<file path="config.mk">
export PLATFORM = sky130hd
export DESIGN_NAME = mux4_stream_arbiter_flat
export DESIGN_NICKNAME = d
export VERILOG_FILES = /design/src/rtl/mux4_stream_arbiter_pkg.sv /design/src/rtl/mux4_stream_arbiter_if.sv /design/src/rtl/mux4_stream_arbiter_rr_pick4.sv /design/src/rtl/mux4_stream_arbiter.sv /design/src/flat_wrapper.sv
export SDC_FILE = /design/constraint.sdc
export NUM_CORES = 1
export LEC_CHECK = 0
export ABC_CLOCK_PERIOD_IN_PS = 2600
export BUFFER_PORTS_ARGS = -buffer_cell sky130_fd_sc_hd__buf_4
export CORE_MARGIN = 2
export CORE_UTILIZATION = 25
export DETAILED_ROUTE_END_ITERATION = 16
export PLACE_DENSITY = 0.64
export SYNTH_ARGS = -nofsm -noshare
export SYNTH_HDL_FRONTEND = slang
export SYNTH_SLANG_ARGS = --single-unit
</file>
<file path="constraint.sdc">
create_clock -name clk -period 2.6 [get_ports clk]
set_clock_uncertainty 0.2 [all_clocks]
set_input_delay 0.52 -clock clk [delete_from_list [all_inputs] [get_ports clk]]
set_output_delay 0.52 -clock clk [all_outputs]
set_load 0.005 [all_outputs]
</file>
<file path="src/rtl/mux4_stream_arbiter_pkg.sv">
// Shared types for the 4-way round-robin stream arbiter.
// Grant index type, FSM states and requester count.
package mux4_arb_pkg;

  localparam int NREQ = 4;

  typedef enum logic [0:0] {
    IDLE,
    BUSY
  } arb_state_e;

  typedef logic [1:0] sel_t;

endpackage

</file>
<file path="src/rtl/mux4_stream_arbiter_if.sv">
// Stream bundle: four requester ports in, one merged port out,
// plus grant status. master = producers/sink, slave = arbiter.
interface mux4_stream_arbiter_if #(
  parameter int WIDTH = 8
);
  import mux4_arb_pkg::*;

  logic [NREQ-1:0]            in_valid;
  logic [NREQ-1:0]            in_ready;
  logic [NREQ-1:0][WIDTH-1:0] in_data;
  logic [NREQ-1:0]            in_last;
  logic                       out_valid;
  logic                       out_ready;
  logic [WIDTH-1:0]           out_data;
  logic                       out_last;
  sel_t                       out_sel;
  logic                       busy;

  modport master (
    output in_valid,
    output in_data,
    output in_last,
    output out_ready,
    input  in_ready,
    input  out_valid,
    input  out_data,
    input  out_last,
    input  out_sel,
    input  busy
  );

  modport slave (
    input  in_valid,
    input  in_data,
    input  in_last,
    input  out_ready,
    output in_ready,
    output out_valid,
    output out_data,
    output out_last,
    output out_sel,
    output busy
  );

endinterface

</file>
<file path="src/rtl/mux4_stream_arbiter_rr_pick4.sv">
// Round-robin pick among 4 requests starting at ptr:
// rotate, priority-encode lowest, unrotate.
module rr_pick4
  import mux4_arb_pkg::*;
(
  input  logic [NREQ-1:0] req,
  input  sel_t            ptr,
  output sel_t            gnt_idx,
  output logic            any
);

  logic [NREQ-1:0] rot;
  sel_t            off;

  always_comb begin
    rot = '0;
    for (int i = 0; i < NREQ; i++) begin
      rot[i] = req[sel_t'(i) + ptr];
    end
    off = '0;
    for (int i = NREQ - 1; i >= 0; i--) begin
      if (rot[i]) off = sel_t'(i);
    end
  end

  assign gnt_idx = off + ptr;
  assign any     = |req;

endmodule

</file>
<file path="src/rtl/mux4_stream_arbiter.sv">
// Round-robin packet arbiter: 4 valid/ready streams onto one,
// grant held until the granted packet's last beat transfers.
module mux4_stream_arbiter
  import mux4_arb_pkg::*;
#(
  parameter int WIDTH = 8
) (
  input  logic                 clk,
  input  logic                 rst,
  mux4_stream_arbiter_if.slave bus
);

  arb_state_e       state;
  sel_t             ptr;
  sel_t             gnt_q;
  sel_t             pick;
  logic             any;
  logic             done;
  logic [WIDTH-1:0] data_sel;

  rr_pick4 u_pick (
    .req     (bus.in_valid),
    .ptr     (ptr),
    .gnt_idx (pick),
    .any     (any)
  );

  assign data_sel = bus.in_data[gnt_q];

  assign done = (state == BUSY)
             && bus.in_valid[gnt_q]
             && bus.out_ready
             && bus.in_last[gnt_q];

  always_ff @(posedge clk) begin
    if (rst) begin
      state <= IDLE;
      ptr   <= '0;
      gnt_q <= '0;
    end else begin
      unique case (state)
        IDLE: begin
          if (any) begin
            gnt_q <= pick;
            state <= BUSY;
          end
        end
        BUSY: begin
          // next scan starts just past the finished requester
          if (done) begin
            ptr   <= gnt_q + sel_t'(1);
            state <= IDLE;
          end
        end
        default: state <= IDLE;
      endcase
    end
  end

  always_comb begin
    bus.in_ready  = '0;
    bus.out_valid = 1'b0;
    bus.out_data  = '0;
    bus.out_last  = 1'b0;
    if (state == BUSY) begin
      bus.out_valid       = bus.in_valid[gnt_q];
      bus.out_data        = data_sel;
      bus.out_last        = bus.in_last[gnt_q];
      bus.in_ready[gnt_q] = bus.out_ready;
    end
  end

  assign bus.out_sel = gnt_q;
  assign bus.busy    = (state == BUSY);

endmodule

</file>
<file path="src/flat_wrapper.sv">
// flat-port wrapper written by rule: the top's interface ports become plain ports
module mux4_stream_arbiter_flat import mux4_arb_pkg::*;
#(
  parameter int WIDTH = 8
)
  (clk, rst, bus_in_valid, bus_in_data, bus_in_last, bus_out_ready, bus_in_ready, bus_out_valid, bus_out_data, bus_out_last, bus_out_sel, bus_busy);
  mux4_stream_arbiter_if #(.WIDTH(WIDTH)) bus_i ();
  input  logic clk;
  input  logic rst;
  input wire logic [$bits(bus_i.in_valid)-1:0] bus_in_valid;
  input wire logic [$bits(bus_i.in_data)-1:0] bus_in_data;
  input wire logic [$bits(bus_i.in_last)-1:0] bus_in_last;
  input wire logic [$bits(bus_i.out_ready)-1:0] bus_out_ready;
  output wire logic [$bits(bus_i.in_ready)-1:0] bus_in_ready;
  output wire logic [$bits(bus_i.out_valid)-1:0] bus_out_valid;
  output wire logic [$bits(bus_i.out_data)-1:0] bus_out_data;
  output wire logic [$bits(bus_i.out_last)-1:0] bus_out_last;
  output wire logic [$bits(bus_i.out_sel)-1:0] bus_out_sel;
  output wire logic [$bits(bus_i.busy)-1:0] bus_busy;
  assign bus_i.in_valid = bus_in_valid;
  assign bus_i.in_data = bus_in_data;
  assign bus_i.in_last = bus_in_last;
  assign bus_i.out_ready = bus_out_ready;
  assign bus_in_ready = bus_i.in_ready;
  assign bus_out_valid = bus_i.out_valid;
  assign bus_out_data = bus_i.out_data;
  assign bus_out_last = bus_i.out_last;
  assign bus_out_sel = bus_i.out_sel;
  assign bus_busy = bus_i.busy;
  mux4_stream_arbiter #(.WIDTH(WIDTH)) u_core (.clk(clk), .rst(rst), .bus(bus_i));
endmodule
</file>
==> flow_metrics.tcl <==
set metrics [dict create \
    first_pass_iters 7 \
    endpoint "bus_out_valid" \
    synth-seq-cells 5 \
    cap_viol_max_count 0 \
    clk_latency_ns 0.25 \
    rr_worst_depth 9 \
    outcome "completed" \
    max-clock-path-buffers 2 \
    crit_buf_inv 2 \
    gp_congestion 0.8542 \
    cp-end-kind "primary output" \
    viasPerCell 5.181 \
    io_pins 60 \
    cts_root_buf "clkbuf_4" \
    syn-num-nets 133 \
    synth_cells 85 \
    post-route-util_pct 42.77 \
    max_freq_ghz 0.4144 \
    clk_pin_slew_ns 0.05 \
    p_leak_nw 0.6029 \
    antenna_found_initial 0 \
    dieArea_um2 3527 \
    min_period_ns 2.413 \
    rows 20 \
    vias 917 \
    grt_pass1_vias 854 \
    start_util_pct 25.76 \
    syn_area_um2 767.0 \
    slowest_stage "mux4_2" \
    ys_warn_count 0 \
    initialDrtViolationCount 28 \
    yosys.cell_types.count 31 \
    drive_above_1_share_pct 55.56 \
    cts.repair.resized 0 \
    final_common_cell "buf_4" \
    ant_nets 0 \
    cts_htree_levels 1 \
    powerDensity_nw_per_um2 331.8 \
    core-area_um2 2978 \
    cp_max_fo 14 \
    cts_tree "built" \
    r2r_setup_slack_ns 0.44 \
    slew_headroom_pct 65.95 \
    ir_drop_mv 0.1325 \
    setup_violations 0 \
    arrival_ns 1.69 \
    wl_mm 2.397 \
    grt_max_degree 19 \
    port_buffers 59 \
    wl_per_cell_um 13.54 \
    cp.depth 4 \
    hold_violations 0 \
    critPathMaxStageDelay_ns 0.54 \
    cp_cell_sequence "buf_12 -> mux4_2 -> and2_1 -> buf_4" \
    cp-start-kind "register" \
    die_x_um 59.39 \
    cp_top_family "multiplexers" \
    slew_violations 0 \
    cts_made_buffers 3 \
    critPathKind "register to primary output" \
    synth.yosys.seq_area_share_pct 13.05 \
    fill_cells 297 \
    antenna_cells 0 \
    clock_sinks 5 \
    postCtsHoldBufs 0 \
    whs_ns 0.2779 \
    hp-class "input port to register" \
    layout_common_cells "61 x buf_4, 10 x mux4_2, 10 x and2_1, 10 x nor2_1" \
    fin_tns_setup_ns 0 \
    grt_overflow_total 0 \
    rr_endpoint "u_core.bus.out_sel[1]" \
    die_h_um 59.39 \
    post-cts-setup-buffers 0 \
    hpwl_mm 1.921 \
    grt_pass1_wl_mm 3.601 \
    grt_usage_pct 13.21 \
    crit_required_ns 1.88 \
    worstMarginPinSlew_ns 0.5100 \
    drc 0 \
    rsz0062_at_grt "false" \
    setup.worst_path.start "u_core.bus.out_sel[0]" \
    syn_avg_cell_area_um2 9.023 \
    nets 193 \
    worstReg2RegStart "u_core.ptr[0]" \
    period_share_pct 92.81 \
    area.growth.synth_to_final_pct 66.07 \
]
[worst min-delay path by stage]
stage	from	to	slack, ns	cells after the start
final	rst	u_core.bus.out_sel[0]	0.28	2
after global routing	rst	u_core.ptr[1]	0.27	2
after CTS	rst	u_core.ptr[1]	0.27	2
after detailed placement	u_core.ptr[1]	u_core.ptr[1]	0.35	2
after global placement	u_core.ptr[1]	u_core.ptr[1]	0.35	2
after floorplan	u_core.ptr[1]	u_core.ptr[1]	0.30	2
[metrics by stage]
stage | setup WS (ns) | power [W] | cells | instance area, um^2
after CTS | 0.1898 | 0.0004268 | 177 | 1274
after floorplan | 0.4572 | 0.0002167 | 85 | 767.0
after global routing | 0.1193 | 0.0004560 | 177 | 1274
final | 0.1869 | 0.0004226 | 177 | 1274
after global placement | 0.4017 | 0.0003271 | 173 | 1247
after detailed placement | 0.3428 | 0.0003334 | 173 | 1247
[cell usage after synthesis]
master     n  area (um^2)
nor3b_1    1        7.510
mux2i_1    1        10.01
buf_2      1        5.000
a211oi_1   1        7.510
nand4_2    1        12.51
nor3_2     1        10.01
nor2b_1    2        12.51
clkbuf_2   3        15.01
nor4_1     1        6.260
mux4_2    10        225.2
o211ai_1   4        30.03
o21ai_0    1        5.000
a31oi_1    1        6.260
a211o_1    1        8.760
nand2_2    1        6.260
nand2_1    4        15.01
inv_2      1        3.750
xnor2_1    1        8.760
dfxtp_1    5        100.1
nor2_1    10        37.54
buf_4      2        15.01
nor3_1     2        10.01
inv_1      3        11.26
and3_1     4        25.02
o21bai_1   1        7.510
ha_1       5        62.56
and2_1    10        62.56
clkbuf_1   1        3.750
a21oi_2    1        8.760
nand3b_1   1        7.510
a21oi_1    4        20.02
[flip-flops by register name, indices dropped and copies added (netlist names)]
register / flops
u_core.bus.out_sel: 2
u_core.ptr: 2
u_core.bus.busy: 1
[layer usage]
| layer | part of all wire [%] | global-route usage, % |
|---|---|---|
| met5 | 0 | 0 |
| met4 | 0.83 | 3.896 |
| met3 | 14 | 4.367 |
| met2 | 52 | 24.96 |
| met1 | 33 | 13.58 |
[logic make-up after synthesis]
kind of cell    Yosys count  share of synthesized area (%)
buf+inv                  11                          7.012
simple gates             38                          27.73
mux                      11                          30.67
compound gates           14                          12.24
fa+ha+maj                 5                          8.157
flops                     5                          13.05
xor+xnor                  1                          1.142
[final cells by class]
type | instances | area, um^2 | share of cell area, %
clock buffers | 4 | 26.28 | 2.063
repair buffers | 62 | 478.0 | 37.52
multi-input cells | 69 | 613.1 | 48.13
well taps | 33 | 41.29 | 3.242
inverters | 4 | 15.01 | 1.179
flip-flops and latches | 5 | 100.1 | 7.859
[power by group]
part / leakage (nW) / switching [W] / internal [W]
sequential: 0.0411 / 0.0000141 / 0.0000836
clock: 0.0150 / 0.0000353 / 0.0000583
combinational: 0.547 / 0.0000838 / 0.000148
(Power assumes the default switching activity.)
